<file path="src/rtl/sample_window_if.sv">
// Frame handshake bundle between the sample window and its downstream consumer.
interface sample_window_if #(
  parameter int unsigned OUT_W = 18,
  parameter int unsigned DEPTH = 16
);
  logic [DEPTH*OUT_W-1:0] window;
  logic                   frame_valid;
  logic                   frame_ready;

  modport master (
    output window,
    output frame_valid,
    input  frame_ready
  );

  modport slave (
    input  window,
    input  frame_valid,
    output frame_ready
  );
endinterface

</file>
<file path="src/rtl/sample_window.sv">
// Decimating, optionally averaging sample window with a valid/ready frame handshake and hop control.
module sample_window #(
  parameter int unsigned IN_W     = 12,
  parameter int unsigned OUT_W    = 18,
  parameter int unsigned DEPTH    = 16,
  parameter int unsigned DIV      = 5000,
  parameter int unsigned AVG_LOG2 = 0,
  parameter int unsigned HOP      = 16
) (
  input  logic                         clk_25,
  input  logic                         rst,
  input  logic [IN_W-1:0]              adc_sample,
  input  logic                         freeze,
  output logic                         sample_tick,
  output logic [$clog2(DEPTH+1)-1:0]   fill_count,
  output logic                         overrun,
  sample_window_if.master              frm
);

  localparam int unsigned DIV_W  = $clog2(DIV);
  localparam int unsigned FILL_W = $clog2(DEPTH + 1);
  localparam int unsigned HOP_W  = $clog2(HOP + 1);
  localparam int unsigned ACC_W  = IN_W + AVG_LOG2;
  localparam int unsigned AVG_W  = (AVG_LOG2 == 0) ? 1 : AVG_LOG2;
  localparam int unsigned PAD    = OUT_W - IN_W;

  localparam logic [DIV_W-1:0]  DIV_LAST  = DIV_W'(DIV - 1);
  localparam logic [AVG_W-1:0]  AVG_LAST  = AVG_W'((1 << AVG_LOG2) - 1);
  localparam logic [FILL_W-1:0] FILL_FULL = FILL_W'(DEPTH);
  localparam logic [HOP_W-1:0]  HOP_FULL  = HOP_W'(HOP);

  typedef enum logic {
    ST_COLLECT,
    ST_FRAME
  } state_t;

  state_t              state_q, state_d;
  logic [DIV_W-1:0]    div_q;
  logic [ACC_W-1:0]    acc_q;
  logic [AVG_W-1:0]    avg_q;
  logic [FILL_W-1:0]   fill_q;
  logic [HOP_W-1:0]    hop_q;
  logic                overrun_q;
  logic [OUT_W-1:0]    slot_q [DEPTH];

  logic [ACC_W-1:0]       sum_c;
  logic                   push_c;
  logic                   accept_c;
  logic                   handshake_c;
  logic [OUT_W-1:0]       result_c;
  logic [FILL_W-1:0]      fill_inc_c;
  logic [HOP_W-1:0]       hop_inc_c;
  logic [DEPTH*OUT_W-1:0] window_c;

  // Tick is combinational on freeze so a frozen cycle never ticks even at the terminal count.
  assign sample_tick = !freeze && (div_q == DIV_LAST);

  assign sum_c       = acc_q + ACC_W'(adc_sample);
  assign push_c      = sample_tick && (avg_q == AVG_LAST);
  assign result_c    = OUT_W'(IN_W'(sum_c >> AVG_LOG2)) << PAD;
  assign accept_c    = push_c && (state_q == ST_COLLECT);
  assign handshake_c = (state_q == ST_FRAME) && frm.frame_ready;
  assign fill_inc_c  = (fill_q == FILL_FULL) ? fill_q : fill_q + FILL_W'(1);
  assign hop_inc_c   = (hop_q == HOP_FULL) ? hop_q : hop_q + HOP_W'(1);

  // Sample-rate divider; holds while frozen.
  always_ff @(posedge clk_25 or posedge rst) begin
    if (rst) begin
      div_q <= '0;
    end else if (!freeze) begin
      div_q <= (div_q == DIV_LAST) ? '0 : div_q + DIV_W'(1);
    end
  end

  // Averaging accumulator; keeps running even while pushes are being dropped.
  always_ff @(posedge clk_25 or posedge rst) begin
    if (rst) begin
      acc_q <= '0;
      avg_q <= '0;
    end else if (sample_tick) begin
      if (avg_q == AVG_LAST) begin
        acc_q <= '0;
        avg_q <= '0;
      end else begin
        acc_q <= sum_c;
        avg_q <= avg_q + AVG_W'(1);
      end
    end
  end

  // Frame state register.
  always_ff @(posedge clk_25 or posedge rst) begin
    if (rst) begin
      state_q <= ST_COLLECT;
    end else begin
      state_q <= state_d;
    end
  end

  // Frame next-state: issue when an accepted push completes fill and hop, retire on handshake.
  always_comb begin
    state_d = state_q;
    case (state_q)
      ST_COLLECT: begin
        if (accept_c && (fill_inc_c == FILL_FULL) && (hop_inc_c == HOP_FULL)) begin
          state_d = ST_FRAME;
        end
      end
      ST_FRAME: begin
        if (frm.frame_ready) begin
          state_d = ST_COLLECT;
        end
      end
      default: state_d = ST_COLLECT;
    endcase
  end

  // Fill/hop bookkeeping and sticky overrun for pushes that land on a pending frame.
  always_ff @(posedge clk_25 or posedge rst) begin
    if (rst) begin
      fill_q    <= '0;
      hop_q     <= '0;
      overrun_q <= 1'b0;
    end else begin
      if (accept_c) begin
        fill_q <= fill_inc_c;
      end
      if (handshake_c) begin
        hop_q <= '0;
      end else if (accept_c) begin
        hop_q <= hop_inc_c;
      end
      if (push_c && (state_q == ST_FRAME)) begin
        overrun_q <= 1'b1;
      end
    end
  end

  // Window shift register; frozen while a frame is pending so the consumer sees stable data.
  always_ff @(posedge clk_25 or posedge rst) begin
    if (rst) begin
      for (int unsigned k = 0; k < DEPTH; k++) begin
        slot_q[k] <= '0;
      end
    end else if (accept_c) begin
      slot_q[0] <= result_c;
      for (int unsigned k = 1; k < DEPTH; k++) begin
        slot_q[k] <= slot_q[k-1];
      end
    end
  end

  // Flatten slots onto the window bus, slot 0 in the low bits.
  always_comb begin
    window_c = '0;
    for (int unsigned k = 0; k < DEPTH; k++) begin
      window_c[k*OUT_W +: OUT_W] = slot_q[k];
    end
  end

  assign frm.window      = window_c;
  assign frm.frame_valid = (state_q == ST_FRAME);
  assign fill_count      = fill_q;
  assign overrun         = overrun_q;

endmodule

</file>
<file path="src/flat_wrapper.sv">
// flat-port wrapper written by rule: the top's interface ports become plain ports
module sample_window_flat 
#(
  parameter int unsigned IN_W     = 12,
  parameter int unsigned OUT_W    = 18,
  parameter int unsigned DEPTH    = 16,
  parameter int unsigned DIV      = 5000,
  parameter int unsigned AVG_LOG2 = 0,
  parameter int unsigned HOP      = 16
)
  (clk_25, rst, adc_sample, freeze, sample_tick, fill_count, overrun, frm_window, frm_frame_valid, frm_frame_ready);
  sample_window_if #(.OUT_W(OUT_W), .DEPTH(DEPTH)) frm_i ();
  input  logic clk_25;
  input  logic rst;
  input  logic [IN_W-1:0] adc_sample;
  input  logic freeze;
  output logic sample_tick;
  output logic [$clog2(DEPTH+1)-1:0] fill_count;
  output logic overrun;
  output wire logic [$bits(frm_i.window)-1:0] frm_window;
  output wire logic [$bits(frm_i.frame_valid)-1:0] frm_frame_valid;
  input wire logic [$bits(frm_i.frame_ready)-1:0] frm_frame_ready;
  assign frm_window = frm_i.window;
  assign frm_frame_valid = frm_i.frame_valid;
  assign frm_i.frame_ready = frm_frame_ready;
  sample_window #(.IN_W(IN_W), .OUT_W(OUT_W), .DEPTH(DEPTH), .DIV(DIV), .AVG_LOG2(AVG_LOG2), .HOP(HOP)) u_core (.clk_25(clk_25), .rst(rst), .adc_sample(adc_sample), .freeze(freeze), .sample_tick(sample_tick), .fill_count(fill_count), .overrun(overrun), .frm(frm_i));
endmodule
</file>
<file path="config.mk">
export PLATFORM = sky130hd
export DESIGN_NAME = sample_window_flat
export DESIGN_NICKNAME = d
export VERILOG_FILES = /design/src/rtl/sample_window_if.sv /design/src/rtl/sample_window.sv /design/src/flat_wrapper.sv
export SDC_FILE = /design/constraint.sdc
export NUM_CORES = 1
export LEC_CHECK = 0
export CORE_AREA = 2 2 134 136
export CTS_CLUSTER_SIZE = 28
export DETAILED_ROUTE_END_ITERATION = 16
export DIE_AREA = 0 0 136 138
export DONT_BUFFER_PORTS = 1
export GPL_ROUTABILITY_DRIVEN = 0
export PLACE_DENSITY_LB_ADDON = 0.15
export SKIP_CTS_REPAIR_TIMING = 1
export SLEW_MARGIN = 20
export SYNTH_ARGS = -nofsm -noshare
export SYNTH_HDL_FRONTEND = slang
export SYNTH_SLANG_ARGS = --single-unit
</file>
<file path="constraint.sdc">
create_clock -name clk_25 -period 11.12 [get_ports clk_25]
set_input_delay 2.224 -clock clk_25 [delete_from_list [all_inputs] [get_ports clk_25]]
set_output_delay 2.224 -clock clk_25 [all_outputs]
set_load 0.02 [all_outputs]
</file>
# Yosys cells after proc, flatten, opt, wreduce, memory -nomap -nowiden
# Cells that the tools add are included.
# totals
register_bits,230
output_inout_bits,296
elab_cells,54
# op_classes
add_sub_neg,5
eq_ne,5
mux,10
n_bitwise,2
reduce_logical,9
# op_table
op,count
"== test 5 bit, second input constant",4
2-to-1 mux 5 bit,4
"adder 13 x 1 -> 13 bit, second input constant",1
"== test 13 bit, second input constant",1
2-to-1 mux 13 bit,1
adder 12 bit,1
2-to-1 mux 12 bit,1
"adder 5 x 1 -> 5 bit, second input constant",2
logical AND 1 bit,7
2-to-1 mux 1 bit,3
NOT 1 bit,2
case mux 1 bit (2 select lines),1
nonzero test 2 bit,1
"adder 1 bit, second input constant",1
zero test 1 bit,1

# Depth between registers and ports, before layout
# logic_depth
ltp_word,8
depth_mapped,9

# Worst setup path after synthesis
# No wires, ideal clock.
# synth_timing
kind,input to output
start,input port freeze
end,output port sample_tick
t_arrival_ns,3.021
path_slack_ns,5.875
cell_stages,3
path_cell_list,nand3b_1 > nor4_2 > buf_2
# synth_via
elab_chain_cells,2
# synth_rtl
element,line_no,source
start: declaration,flat_wrapper.sv:16,input logic freeze;
zero test 1 bit,--,
logical AND 1 bit,sample_window.sv:56,assign sample_tick = !freeze && (div_q == DIV_LAST);
end: declaration,flat_wrapper.sv:17,output logic sample_tick;
# No other way between the ends.

# Worst setup path after layout
# Same ends and word-level chain as after synthesis.

==> results.sh <==
export IMPL_io_pins=312
export IMPL_cp_num_cells=3
export IMPL_fp_dieH_um=138
export IMPL_grt_pass1_wl_mm=30.61
export IMPL_wire_per_inst_um=15.14
export IMPL_worstPathRequired_ps=8900
export IMPL_ys_ff_latch=217
export IMPL_vias=6204
export IMPL_worst_slew_pin_slew_ps=970.5
export IMPL_drt_total_wl_mm=19.32
export IMPL_finalHoldViolCount=0
export IMPL_nFillCells=1612
export IMPL_mostFrequentLayoutCell="nand2_1"
export IMPL_critPathMaxFanout=8
export IMPL_area_growth_pct=5.948
export IMPL_worstSkewPairLatency_ps=500
export IMPL_ys_seq_area_share_pct=58.81
export IMPL_most_common_layout_cells="nand2_1, dfrtp_1, conb_1"
export IMPL_max_stage_delay_ps=590
export IMPL_hold_depth=1
export IMPL_grt_overflow_total=0
export IMPL_clock_skew_ps=10.45
export IMPL_antenna_found_initial=0
export IMPL_place_hpwl_mm=12.80
export IMPL_reg2reg_slack_ps=8050
export IMPL_ys_warn_count=0
export IMPL_gr_usage_all_layers_pct=20.12
export IMPL_clockBufferDepth=3
export IMPL_path_buf_inv=1
export IMPL_path_clk_slew_ps=60
export IMPL_netlist_instances=1045
export IMPL_numCtsBuffers=23
export IMPL_start_util_pct=52.66
export IMPL_timing_final_crit_share_pct=50.16
export IMPL_ctsHtreeMaxLevel=1
export IMPL_synth_edf_count=0
export IMPL_maxCapViolations=0
export IMPL_drive_gt1_share_pct=4.967
export IMPL_ys_flop_type="dfrtp_1"
export IMPL_cts_tree="yes"
export IMPL_fin_crit_ps=5578
export IMPL_rsz0062_at_grt="false"
export IMPL_ir_worst_vdd_v=0.0001473
export IMPL_syn_area_per_cell_um2=8.836
export IMPL_path_cells="nand3b_1 -> nor4_2 -> buf_4"
export IMPL_drc=0
export IMPL_p_leak_nw=5.611
export IMPL_slew_headroom_pct=35.30
export IMPL_numClockSinks=217
export IMPL_worstPathArrival_ps=3350
export IMPL_fp_row_count=49
export IMPL_core_area_mm2=0.01753
export IMPL_cp_start_kind="input pin"
export IMPL_drtPass1Iterations=5
export IMPL_dieArea_mm2=0.01877
export IMPL_status="complete, no violations"
export IMPL_synthesis_area_mm2=0.009234
export IMPL_end_kind="output port"
export IMPL_max_freq_mhz=179.3
export IMPL_fin_nets=1052
export IMPL_final_setup_tns_ps=0
export IMPL_timing_reg2reg_worst_path_depth=6
export IMPL_ys_types=36
export IMPL_hold_class="reg -> reg"
export IMPL_ys_async_sr_fraction_pct=100.0
export IMPL_place_port_buffers=0
export IMPL_cp_top_family="simple AND/OR/NAND/NOR gates"
export IMPL_root_buffer="clkbuf_16"
export IMPL_path_class="in -> out"
export IMPL_p_per_area_mw_per_mm2=169.5
export IMPL_fin_hold_ws_ps=484.5
export IMPL_maxSlewViolCount=0
export IMPL_setup_violations=0
export IMPL_n_antenna_cell=0
export IMPL_ant_nets=0
export IMPL_via_per_inst=4.862
export IMPL_cpMaxStageDelayCell="nor4_2"
export IMPL_drt_iter0_drc=353
export IMPL_grt_max_degree=119
export IMPL_die_w_um=136
export IMPL_grt_pass1_vias=5813
-- synth_stat cells (2+ instances only) --
master	count	area, µm²
nand3_1	10	50.05
buf_6	2	22.52
and3_1	3	18.77
ha_1	5	62.56
nor2b_1	2	12.51
a21oi_1	2	10.01
dfrtp_1	217	5430
buf_4	96	720.7
nand2_1	592	2222
inv_1	6	22.52
buf_1	5	18.77
or3_1	2	12.51
nor3_1	3	15.01
xor2_1	10	87.58
mux2i_1	3	30.03
xnor2_1	9	78.83
o21ai_0	7	35.03
clkbuf_1	10	37.54
nand2b_1	3	18.77
nand3b_1	3	22.52
nor2_1	12	45.04
buf_2	29	145.1
-- area by class of cell --
type                            count  area (µm²)  area share, %
Clock buffer                       32       669.4          6.842
Clock inverter                      9       101.3          1.036
Inverter                            6       30.03         0.3069
Multi-Input combinational cell    775        3206          32.77
Sequential cell                   217        5430          55.51
Tap cell                          229       286.5          2.929
Timing Repair Buffer                8       60.06         0.6139
-- layer usage --
layer | up-vias | global-route usage, % | wire, µm
met3 | 35 | 9.094 | 2410
met5 | - | 0 | 0
met2 | 256 | 30.65 | 8574
met1 | 2944 | 25.67 | 7749
li1 | 2969 | - | -
met4 | 0 | 6.634 | 582
-- state kept, by name, indices dropped and copies added (netlist names) --
name / cells
u_core.frm.window: 192
u_core.div_q: 13
u_core.frm.frame_valid: 1
u_core.fill_count: 5
u_core.overrun: 1
u_core.hop_q: 5
-- stage by stage --
step	power, mW	cell area, µm²	setup WS [ps]	util, %	instances
3_3_place_gp	0.8991	9012	5591	51.40	1235
2_1_floorplan	0.9150	9590	2960	-	1140
6_report	1.659	9783	5542	55.79	1276
5_1_grt	1.720	9783	5480	55.79	1276
4_1_cts	1.678	9783	5552	55.79	1276
3_5_place_dp	0.9006	9012	5537	51.40	1235
-- cell families (layout without fill, tap and decap cells) --
kind of cell | count (synthesis) | after routing | share of synthesized area, %
buffers and inverters | 148 | 55 | 10.47
AOI/OAI and AO/OA | 14 | 14 | 0.9080
and+or+nand+nor | 637 | 637 | 26.84
muxes | 4 | 4 | 0.4472
xor gates and xnor gates | 19 | 19 | 1.802
adders and majority gates | 5 | 5 | 0.6775
other | 1 | 96 | 0.04061
DFF | 217 | 217 | 58.81
-- worst register-to-register path, cell delays in order, from the launching register on --
cell      delay (ps)
dfrtp_1          420
or4_1            590
nor4_2           540
nand2b_4         410
buf_4            490
nor4_1           380
a31o_2           190
-- final timing paths --
| check | start | endpoint |
|---|---|---|
| setup / recovery | freeze | sample_tick |
| hold / removal | u_core.div_q[10] | u_core.div_q[10] |
| setup reg to reg | u_core.div_q[5] | u_core.frm.frame_valid |
| hold reg to reg | u_core.div_q[10] | u_core.div_q[10] |
| max in group asynchronous | rst | u_core.frm.window[207] |
| min in group asynchronous | rst | u_core.frm.window[277] |
-- power by group --
| group | internal [mW] | switching, mW | total, mW |
|---|---|---|---|
| clock | 0.466 | 0.307 | 0.773 |
| combinational | 0.0140 | 0.0580 | 0.0720 |
| sequential | 0.802 | 0.0116 | 0.814 |
| total | 1.28 | 0.376 | 1.66 |
Power figures use the tool's default switching activity.
